<file path="src/rtl/cdb_pkg.sv">
// Shared CDB definitions: default widths, broadcast message type and round-robin pointer helper.
package cdb_pkg;

  localparam int unsigned CDB_TAG_W  = 6;
  localparam int unsigned CDB_DATA_W = 32;

  typedef struct packed {
    logic                  valid;
    logic [CDB_TAG_W-1:0]  tag;
    logic [CDB_DATA_W-1:0] data;
  } cdb_msg_t;

  // Successor of a granted index, wrapping for non-power-of-two requester counts.
  function automatic int unsigned rr_next(input int unsigned g, input int unsigned n);
    return (g == n - 1) ? 0 : g + 1;
  endfunction

endpackage

</file>
<file path="src/rtl/cdb_arbiter_rr_pick.sv">
// Combinational picker: first set request at or above ptr (with wrap) wins; ptr=0 gives fixed priority.
module rr_pick #(
  parameter int unsigned N     = 4,
  parameter int unsigned IDX_W = $clog2(N)
) (
  input  logic [N-1:0]     req,
  input  logic [IDX_W-1:0] ptr,
  output logic [N-1:0]     gnt,
  output logic [IDX_W-1:0] idx,
  output logic             any
);

  int unsigned      sum;
  logic [IDX_W-1:0] k;

  always_comb begin
    gnt = '0;
    idx = '0;
    any = 1'b0;
    sum = 0;
    k   = '0;
    for (int unsigned i = 0; i < N; i++) begin
      sum = 32'(ptr) + i;
      if (sum >= N) sum = sum - N;
      k = IDX_W'(sum);
      if (!any && req[k]) begin
        any    = 1'b1;
        gnt[k] = 1'b1;
        idx    = k;
      end
    end
  end

endmodule

</file>
<file path="src/rtl/cdb_arbiter.sv">
// CDB arbiter: one grant per cycle, registered broadcast one cycle later.
// Define CDB_RR_EN for round-robin arbitration; otherwise fixed priority (index 0 highest).
module cdb_arbiter
  import cdb_pkg::*;
#(
  parameter int unsigned NUM_REQ = 4,
  parameter int unsigned TAG_W   = CDB_TAG_W,
  parameter int unsigned DATA_W  = CDB_DATA_W
) (
  input  logic                      clk,
  input  logic                      rst,
  input  logic                      flush,
  input  logic [NUM_REQ-1:0]        req_valid,
  input  logic [NUM_REQ*TAG_W-1:0]  req_tag,
  input  logic [NUM_REQ*DATA_W-1:0] req_data,
  output logic [NUM_REQ-1:0]        req_ready,
  output logic                      cdb_valid,
  output logic [TAG_W-1:0]          cdb_tag,
  output logic [DATA_W-1:0]         cdb_data
);

  localparam int unsigned IDX_W = $clog2(NUM_REQ);

  logic [TAG_W-1:0]   tag_arr  [NUM_REQ];
  logic [DATA_W-1:0]  data_arr [NUM_REQ];
  logic [NUM_REQ-1:0] gnt;
  logic [IDX_W-1:0]   gidx;
  logic [IDX_W-1:0]   pick_ptr;
  logic               any_req;
  logic               fire;

  for (genvar i = 0; i < NUM_REQ; i++) begin : g_unpack
    assign tag_arr[i]  = req_tag[i*TAG_W +: TAG_W];
    assign data_arr[i] = req_data[i*DATA_W +: DATA_W];
  end

  rr_pick #(
    .N     (NUM_REQ),
    .IDX_W (IDX_W)
  ) u_pick (
    .req (req_valid),
    .ptr (pick_ptr),
    .gnt (gnt),
    .idx (gidx),
    .any (any_req)
  );

  // Grant is masked while reset is asserted so no unit sees a phantom handshake.
  assign fire      = rst && !flush && any_req;
  assign req_ready = fire ? gnt : '0;

`ifdef CDB_RR_EN
  logic [IDX_W-1:0] rr_ptr;

  always_ff @(posedge clk or negedge rst) begin
    if (!rst) begin
      rr_ptr <= '0;
    end else if (fire) begin
      rr_ptr <= IDX_W'(rr_next(32'(gidx), NUM_REQ));
    end
  end

  assign pick_ptr = rr_ptr;
`else
  assign pick_ptr = '0;
`endif

  always_ff @(posedge clk or negedge rst) begin
    if (!rst) begin
      cdb_valid <= 1'b0;
      cdb_tag   <= '0;
      cdb_data  <= '0;
    end else begin
      cdb_valid <= fire;
      if (fire) begin
        cdb_tag  <= tag_arr[gidx];
        cdb_data <= data_arr[gidx];
      end
    end
  end

endmodule

</file>
<file path="config.mk">
export PLATFORM = sky130hd
export DESIGN_NAME = cdb_arbiter
export DESIGN_NICKNAME = d
export VERILOG_FILES = /design/src/rtl/cdb_pkg.sv /design/src/rtl/cdb_arbiter_rr_pick.sv /design/src/rtl/cdb_arbiter.sv
export SDC_FILE = /design/constraint.sdc
export NUM_CORES = 1
export LEC_CHECK = 0
export CAP_MARGIN = 20
export CORE_MARGIN = 2
export CORE_UTILIZATION = 36
export DETAILED_ROUTE_END_ITERATION = 8
export PLACE_DENSITY = 0.92
export SLEW_MARGIN = 20
export SYNTH_ARGS = -nofsm -noshare
export SYNTH_HDL_FRONTEND = slang
export SYNTH_SLANG_ARGS = --single-unit
</file>
<file path="constraint.sdc">
create_clock -name clk -period 2.7 [get_ports clk]
set_input_delay 0.54 -clock clk [delete_from_list [all_inputs] [get_ports clk]]
set_output_delay 0.54 -clock clk [all_outputs]
set_load 0.05 [all_outputs]
</file>
==> PnR_summary.wiki <==
{| class="wikitable"
! Metric !! Value
|-
| Outcome || finished, final reports clean
|-
| Sequential share of the synthesized area || 0.340
|-
| Port-buffer cells || between 200 and 250
|-
| Setup violation total in the final timing report || 0
|-
| Leakage power summed over all cells || roughly 1.8 nW
|-
| Post-Route Setup TNS || 0 ns
|-
| Area of the core || between 7000 and 8000 sq um
|-
| Clk sink count || 39
|-
| Cts bufs inserted || 5
|-
| Total power || 2.21 mW
|-
| Post-synth EDFFs || 0
|-
| Max-slew violation count || 0
|-
| Final hold violation count || 0
|-
| Largest fanout on the critical path || 5
|-
| Post-synthesis instance area || around 2900 sq um
|-
| Final setup margin || 0.125 ns
|-
| Total power density per cell area || roughly 440 nW/um^2
|-
| Worst path arrival time || just over 2 ns
|-
| Estimated wirelength of the detail-placed design || 8.24 mm
|-
| Register Area || about 980 sq um
|-
| Met3 GRT Util || 0.0556
|-
| Transition time at the pin with the least slew margin || about 0.86 ns
|-
| Filler Cells Inserted || about 620
|-
| Share of flip-flops with an asynchronous set or reset after synthesis || 1.00
|-
| Antenna diode count || 0
|-
| Count of vias placed by the detailed router || between 3000 and 4000
|-
| Maximum clock insertion buffer count || 2
|-
| Area share of the largest cell type after synthesis || 0.340
|-
| Critical path endpoint category || output port
|-
| Worst max-slew margin expressed relative to the limit || 0.428
|-
| Number of antenna violations at the first check in global routing || 0
|-
| Number of antenna-violating nets in the routed design || 0
|-
| Fraction of final layout cells with drive strength greater than 1 || 0.0745
|-
| Number of nets in the finished design || 697
|-
| Vias in the first global route || between 3000 and 4000
|-
| Leading register cell type out of synthesis || dfrtp_1
|-
| CTS tree || done
|-
| Post-place setup slack || 0.134 ns
|-
| DR WL/cell || ~18 microns
|-
| Vertical extent of the die || ~93 microns
|-
| Most used routing layer || met2
|-
| Count of hold buffers inserted by post-cts repair || 0
|-
| Dominant cell by count in the synthesized netlist || nand2_1
|-
| Global Route Usage Sum || 0.266
|-
| Max-cap violations || 0
|-
| Synthesized net count || 520
|-
| Wire length of the first global-routing pass || approximately 18 mm
|-
| Multi-input combinational cell area || 1730 sq um
|-
| Area of all placed cells without fillers || approximately 5000 sq um
|-
| Initial Utilization || 0.371
|-
| Maximum number of pins on one net before global-route repair || 59
|-
| CP Launch Type || input pin
|-
| Shortest period the worst path allows || between 2 and 3 ns
|-
| Post-CTS setup buffer count || 0
|-
| Unrepaired setup endpoints after global routing || false
|-
| Drt first pass iters || 4
|-
| Class of the worst hold path || in -> async
|-
| Post-synth cell types || 23
|-
| Congestion Overflow GR || 0
|-
| Drt total wl || approximately 12 mm
|-
| Most numerous cell types in the synthesized netlist || nand2_1, clkbuf_1, dfrtp_1
|-
| Number of cells in the finished layout apart from fillers || 639
|-
| Number of DRC violations after detailed-routing iteration 0 || roughly 150
|-
| Launch point of the critical path || req_valid[0]
|-
| Mapped Avg Cell Area || between 7 and 8 sq um
|-
| Startpoint of the worst-slack reg-to-reg timing path || cdb_data[0]
|-
| Row count || 32
|-
| Number of warnings printed during yosys synthesis || 0
|-
| Cell area reported after detailed placement || about 5000 sq um
|-
| Met1 Resource Use GR || 0.299
|-
| Relative area change from synthesis to final layout || 76.2%
|-
| Placer's final routability congestion estimate || about 0.84
|-
| WP data required || approximately 2.2 ns
|-
| Clock-pin slew on the worst setup and hold paths || approximately 0.070 ns
|-
| Largest vdd supply drop || 269 uV
|-
| Area leader, netlist || dfrtp_1
|-
| WS Path Type || in -> out
|-
| Flip-flop and latch count after synthesis || 39
|-
| Most area-consuming cells after synthesis || dfrtp_1, nand2_1, a21o_1, nand3b_1, a41oi_1
|-
| Area of the die || between 8000 and 9000 sq um
|-
| Floorplan die width || between 90 and 100 microns
|-
| Post-DR vias/cell || around 5.7
|-
| Top-level port count || just over 200
|-
| Highest attainable clock frequency || between 300 and 400 MHz
|-
| CTS-repair resized insts || 0
|-
| Total instance count after detailed placement || approximately 630
|-
| Met2 GRT Util || 0.493
|-
| CTS H-tree lvls || 2
|-
| Number of standard cells after synthesis || approximately 360
|-
| Clock latency on the worst-skew pair || 0.28 ns
|-
| Clock Root Buffer || clkbuf_8
|-
| Fin crit share || 0.954
|-
| Number of design rule violations left after detail routing || 0
|-
| Post-route clock skew || 0 ns
|}
==> cell families (layout without fill, tap and decap cells) <==
logic type             Yosys count  after routing  synth area share
buffers and inverters           45            221            0.0633
AOI/OAI and AO/OA              152            152             0.374
DFF                             39             39             0.340
and+or+nand+nor                125            125             0.222
==> layer usage <==
metal	wire, microns	part of all wire
met5	0	0
met4	291	0.025
met2	5910	0.51
met3	1000	0.086
met1	4390	0.38
==> layout make-up <==
| class | count | share of cell area |
|---|---|---|
| timing repair buffer | 214 | 0.423 |
| multi-input combinational | 277 | 0.343 |
| sequential | 39 | 0.193 |
| tap | 102 | 0.0253 |
| clock buffer | 6 | 0.0144 |
| inverter | 1 | 0.000743 |
==> cell usage in the layout (no fill, tap or decap) <==
cell / synthesis / layout
clkdlybuf4s50_1: 0 / 195
nand2_1: 77 / 77
dfrtp_1: 39 / 39
nand3b_1: 38 / 38
a21o_1: 38 / 38
a21oi_1: 38 / 38
o21ai_0: 36 / 36
a41oi_1: 28 / 28
buf_4: 1 / 13
a41oi_2: 10 / 10
clkbuf_8: 0 / 5
buf_12: 0 / 4
o21ai_1: 2 / 2
buf_2: 1 / 2
nor2b_4: 0 / 1
or4_1: 1 / 1
and2_2: 0 / 1
or2_2: 1 / 1
nor2_1: 1 / 1
nor2b_2: 0 / 1
and3_1: 1 / 1
and2_1: 2 / 1
inv_1: 1 / 1
nor4b_2: 0 / 1
nor3_2: 0 / 1
clkbuf_1: 39 / 1
==> critical path: stages <==
cell and delay, ns:
clkdlybuf4s50_1 0.49, or2_2 0.37, nor4b_2 0.44, buf_12 0.19
==> state kept, by name, indices dropped and copies added, names as in the netlist <==
signal and cells:
cdb_tag 6, cdb_valid 1, cdb_data 32
==> power breakdown <==
group / internal, mW / switching [mW] / leakage (nW) / total [mW]
Sequential: 0.678 / 0.0581 / 0.438 / 0.736
Clock: 0.172 / 0.192 / 0.0371 / 0.364
Combinational: 0.485 / 0.622 / 1.34 / 1.11
==> through the flow <==
| stage | util | hold WS (ns) |
|---|---|---|
| 3_3_place_gp | 0.644 | 0.547 |
| 4_1_cts | 0.654 | 0.350 |
| 3_5_place_dp | 0.644 | 0.564 |
| 6_report | 0.654 | 0.344 |
| 2_1_floorplan | - | 0.244 |
| 5_1_grt | 0.654 | 0.385 |
==> path summary, 6_finish.rpt <==
kind,end,slack (ns),depth (start not counted)
worst max-delay path,req_ready[3],0.13,4
worst min-delay path,cdb_data[21],0.34,2
worst max register to register,cdb_data[0],1.92,2
worst min register to register,cdb_data[7],0.58,2
max in group asynchronous,cdb_tag[2],2.00,2
min in group clk,cdb_data[7],0.58,2
(Power assumes the default switching activity.)
==> RTL edit 1: new RTL, same flow settings <==
Set the package constant `CDB_DATA_W` to 64 (it was 32).
--- a/src/rtl/cdb_pkg.sv
+++ b/src/rtl/cdb_pkg.sv
@@ -2,7 +2,7 @@
 package cdb_pkg;
 
   localparam int unsigned CDB_TAG_W  = 6;
-  localparam int unsigned CDB_DATA_W = 32;
+  localparam int unsigned CDB_DATA_W = 64;
 
   typedef struct packed {
     logic                  valid;
Interface: changed (resized cdb_data and req_data); port bits go from 202 to 362. No check against the original RTL was run, so the function may have changed too.
==> RTL edit 1 against the unedited design <==
- die area rose by 91%
- area after synthesis is 96% higher
- final cell count increased by 81%
- sequential cell count rose by 32
- routed wire length is 100% higher
- synthesized cell count is 81% higher
- critical path depth unchanged
- worst setup slack worse by 0.0032 ns
- sequential share of layout area shrank 0.84 points
- power up 110%
- design area rose by 90%
- critical path type unchanged
==> RTL edit 1: results (changes against the unedited design) <==
- Status: finished, final reports clean (unchanged)
- DP Wirelength: 16,350 µm (was 8240 µm)
- CTS buffer count: 9 (was 5)
- Most frequent cells after synthesis: 141 x nand2_1, 71 x dfrtp_1 (was 77 x nand2_1, 39 x clkbuf_1, 39 x dfrtp_1)
- Max FO, Critical Path: 3 (was 5)
- Synth cell types: 22 (was 23)
- Wire length per cell: 20.44 µm (was 18.14 µm)
- RD Place Congestion: 0.9221 (was 0.8419)
- Reg-to-reg startpoint: cdb_data[15]$_DFFE_PN0N_ (was cdb_data[0]$_DFFE_PN0N_)
- Post-CTS setup buffer count: 0 (unchanged)
- Slew headroom: 29.05% (was 42.76%)
- Pin count of the biggest net entering global routing: 144 (was 59)
- Gr usage total: 27.20% (was 26.63%)
- Pwr Density: 475.4 mW/mm² (was 436.9 mW/mm²)
- Port Buffers: 361 (was 201)
- DR iter-0 viols: 323 (was 145)
- Synth Area in Compound Gates: 41.95% (was 37.43%)
- Mux share of post-synthesis cell area: 0% (unchanged)
- Syn Nets: 939 (was 520)
- Final #Nets: 1,250 (was 697)
- DRT Pass-1 Iters: 5 (was 4)
- First-pass GRT wire length: 35,480 µm (was 18,270 µm)
- Clk power: 1.11 mW (was 0.364 mW)
- Hold Violations, Final: 0 (unchanged)
- Placed insts: 1,140 (was 633)
- Syn avg cell area: 8.618 µm² (was 7.944 µm²)
- DR vias/cell: 5.860 (was 5.674)
- Vias: 6,762 (was 3,626)
- FILL cells: 1,202 (was 622)
- CTS H-Tree Depth: 3 (was 2)
- Root Driver: clkbuf_16 (was clkbuf_8)
- Synth area leaders: dfrtp_1 32%, a41oi_2 20%, nand2_1 9.4%, a21o_1 9.4%, nand3b_1 9.4% (was dfrtp_1 34%, nand2_1 10%, a21o_1 9.9%, nand3b_1 9.9%, a41oi_1 8.6%)
- Clock latency on the worst-skew pair: 0.33 ns (was 0.28 ns)
- Layout cells sized above 1: 11.80% (was 7.449%)
- DP Area: 0.009353 mm² (was 0.004980 mm²)
- Async S/R FF share, synth: 100.0% (unchanged)
- Sequential share of the synthesized area: 31.62% (was 34.03%)
- Lkg Pwr: 3.340 nW (was 1.813 nW)
- Largest regs: cdb_data x64, cdb_tag x6, cdb_valid x1 (was cdb_data x32, cdb_tag x6, cdb_valid x1)
- Switch Pwr: 1.753 mW (was 0.8722 mW)
- Comb group: 2.12 mW (was 1.11 mW)
- Crit. Startpoint: req_valid[1] (was req_valid[0])
- Max VDD drop: 0.0002901 V (was 0.0002692 V)
==> RTL edit 1: cell count changes after synthesis, sizes merged <==
| cell | change |
|---|---|
| nand2 | +64 |
| a21o | +32 |
| a21oi | +32 |
| a41oi | +32 |
| dfrtp | +32 |
| nand3b | +32 |
| o21ai | +32 |
| clkbuf | +30 |
| buf | +5 |
==> RTL edit 1: area by class of cell <==
type / instances / area share [%]
clock inverter: 1 / 0.05204
multi-input combinational: 501 / 36.53
clock buffer: 13 / 2.706
inverter: 1 / 0.03903
tap: 188 / 2.446
sequential: 71 / 18.47
timing repair buffer: 379 / 39.76
==> RTL edit 1: path summary, 6_finish.rpt <==
| check | to | slack (ns) | depth (start not counted) |
|---|---|---|---|
| max in group asynchronous | cdb_data[42]$_DFFE_PN0N_ | 1.48 | 2 |
| min reg2reg | cdb_data[17]$_DFFE_PN0N_ | 0.56 | 2 |
| min in group clk | cdb_data[17]$_DFFE_PN0N_ | 0.56 | 2 |
| max reg2reg | cdb_data[15]$_DFFE_PN0N_ | 1.93 | 2 |
| min | cdb_data[41]$_DFFE_PN0N_ | 0.44 | 2 |
| max | req_ready[1] | 0.12 | 4 |
==> RTL edit 1: per-layer routing <==
layer	global-route usage, %	share of wire [%]	up-vias
li1	-	-	3006
met1	30.37	37	3268
met2	46.47	48	396
met3	6.944	8.8	92
met4	16.88	5.9	0
met5	0	0	-
==> RTL edit 1: worst max-delay path, stage by stage <==
cell and delay [ns]:
clkdlybuf4s50_1 0.45, or4_2 0.65, and3_1 0.21, buf_4 0.19
==> RTL edit 1: through the flow <==
step,util [%],hold slack (ns),setup WS (ns)
floorplan,-,0.2444,0.07078
finish,63.27,0.4426,0.1223
CTS,63.27,0.5208,0.1262
global route,63.27,0.5569,0.09499
detailed placement,61.52,0.5539,0.1222
global placement,61.52,0.5412,0.1816
==> RTL edit 2: new RTL, same settings <==
Made on the original files. The option `CDB_RR_EN` is turned on by a define.
--- a/src/rtl/cdb_arbiter.sv
+++ b/src/rtl/cdb_arbiter.sv
@@ -1,5 +1,7 @@
 // CDB arbiter: one grant per cycle, registered broadcast one cycle later.
 // Define CDB_RR_EN for round-robin arbitration; otherwise fixed priority (index 0 highest).
+`define CDB_RR_EN
+
 module cdb_arbiter
   import cdb_pkg::*;
 #(
Function: changed (a bounded check fails within 4 cycles, from zero or initial values and one cycle with rst low).
==> RTL edit 2 against the unedited design <==
- the run now ends with negative setup slack left
- sequential share of layout area fell by 2.2 points
- routed wire length grew 19%
- area after synthesis rose by 15%
- count of clock-buffer cells in the layout unchanged
- first-iteration DRC count is 21% higher
- final cell count rose by 5.2%
- hold slack worse by 0.0081 ns
- core utilization is 2.7 points higher
- design area increased by 19%
- sequential cell count increased by 2
- worst setup slack worse by 0.20 ns
- critical endpoint is now req_ready[2]
Power is not compared: it rests on default switching activity, and its combinational part moved more than twofold at a synthesized area within 25%.
==> RTL edit 2: results (changes against the unedited design) <==
- Wire length per cell: 20.51 µm (was 18.14 µm)
- Most frequent cells after synthesis: 45 x o21ai_0, 43 x a21oi_1, 41 x dfrtp_1, 39 x nand3_1, 38 x a221o_1 (was 77 x nand2_1, 39 x clkbuf_1, 39 x dfrtp_1)
- Sequential share of the synthesized area: 31.03% (was 34.03%)
- Worst setup margin: -0.07757 ns (was 0.1254 ns)
- Final #Nets: 730 (was 697)
- DP Area: 0.005627 mm² (was 0.004980 mm²)
- Placed insts: 649 (was 633)
- Hold_ws: 0.3361 ns (was 0.3441 ns)
- Failing checks: negative setup slack
- Non-filler instance count after layout: 672 (was 639)
- WL met2: 7375 µm (was 5908 µm)
- Setup violations, final: 22 (was 0)
- Wl on met1: 5224 µm (was 4391 µm)
- Post-synthesis cell count: 348 (was 361)
- Slowest cell delay on critical path: 0.41 ns (was 0.49 ns)
- Pin count of the biggest net entering global routing: 43 (was 59)
- Synth Area in Adders: 3.027% (was 0%)
- Synth area leaders: dfrtp_1 31%, mux2_4 17%, a221o_1 12%, o21ai_0 6.8%, a21oi_1 6.5% (was dfrtp_1 34%, nand2_1 10%, a21o_1 9.9%, nand3b_1 9.9%, a41oi_1 8.6%)
- Worst r2r dst: cdb_data[3]$_DFFE_PN0P_ (was cdb_data[0]$_DFFE_PN0N_)
- Slew headroom: 52.90% (was 42.76%)
- Status: complete, but fails checks (was finished, final reports clean)
- Critical Path AT: 2.24 ns (was 2.03 ns)
- Syn Nets: 515 (was 520)
- Gr usage total: 25.88% (was 26.63%)
- Worst Setup EP: req_ready[2] (was req_ready[3])
- Synth Area in Compound Gates: 29.81% (was 37.43%)
- FILL cells: 648 (was 622)
- CP max stage cell: dfrtp_2 (was clkdlybuf4s50_1)
- Vias in the first global route: 4,126 (was 3,791)
- DR vias/cell: 5.882 (was 5.674)
- Mux share of post-synthesis cell area: 18.77% (was 0%)
- Max FO, Critical Path: 6 (was 5)
- RD Place Congestion: 0.9165 (was 0.8419)
- Post-CTS sizing: 23 (was 0)
- Fin Setup TNS: -0.5683 ns (was 0 ns)
- DR iter-0 viols: 175 (was 145)
- R2r setup slk: -0.03 ns (was 1.92 ns)
- Layout cells sized above 1: 20.92% (was 7.449%)
- CTS clk-pin slew, worst paths: 0.09 ns (was 0.07 ns)
- First-pass GRT wire length: 20,800 µm (was 18,270 µm)
- CP top delay family: compound AO/OA/AOI/OAI gates (was simple AND/OR/NAND/NOR gates)
==> RTL edit 2: cell count changes in the layout (fill, tap and decap cells not counted), moves of 7 or more <==
cell	unedited run	this run
a221o_1	0	38
a41oi_2	10	0
buf_4	13	28
a41oi_1	28	0
nand2_1	77	5
a22oi_1	0	7
nand3b_1	38	0
ha_1	0	7
a21o_1	38	1
mux2_4	0	37
nand3_1	0	39
==> RTL edit 2: power groups by stage <==
stage	clock network (mW)	registers (mW)	logic, mW
2_1_floorplan	0	1.99	1.86
3_5_place_dp	0	1.08	4.15
6_report	0.406	1.08	4.65
3_3_place_gp	0	1.07	4.03
4_1_cts	0.406	1.07	4.28
5_1_grt	0.433	1.11	4.88
==> RTL edit 2: cell type report <==
class	instances	area share, %
clock buffers	6	1.211
clock inverters	2	0.1670
inverters	4	0.3341
multi-input cells	265	36.52
flip-flops and latches	41	17.14
well taps	108	2.255
repair buffers	246	42.37
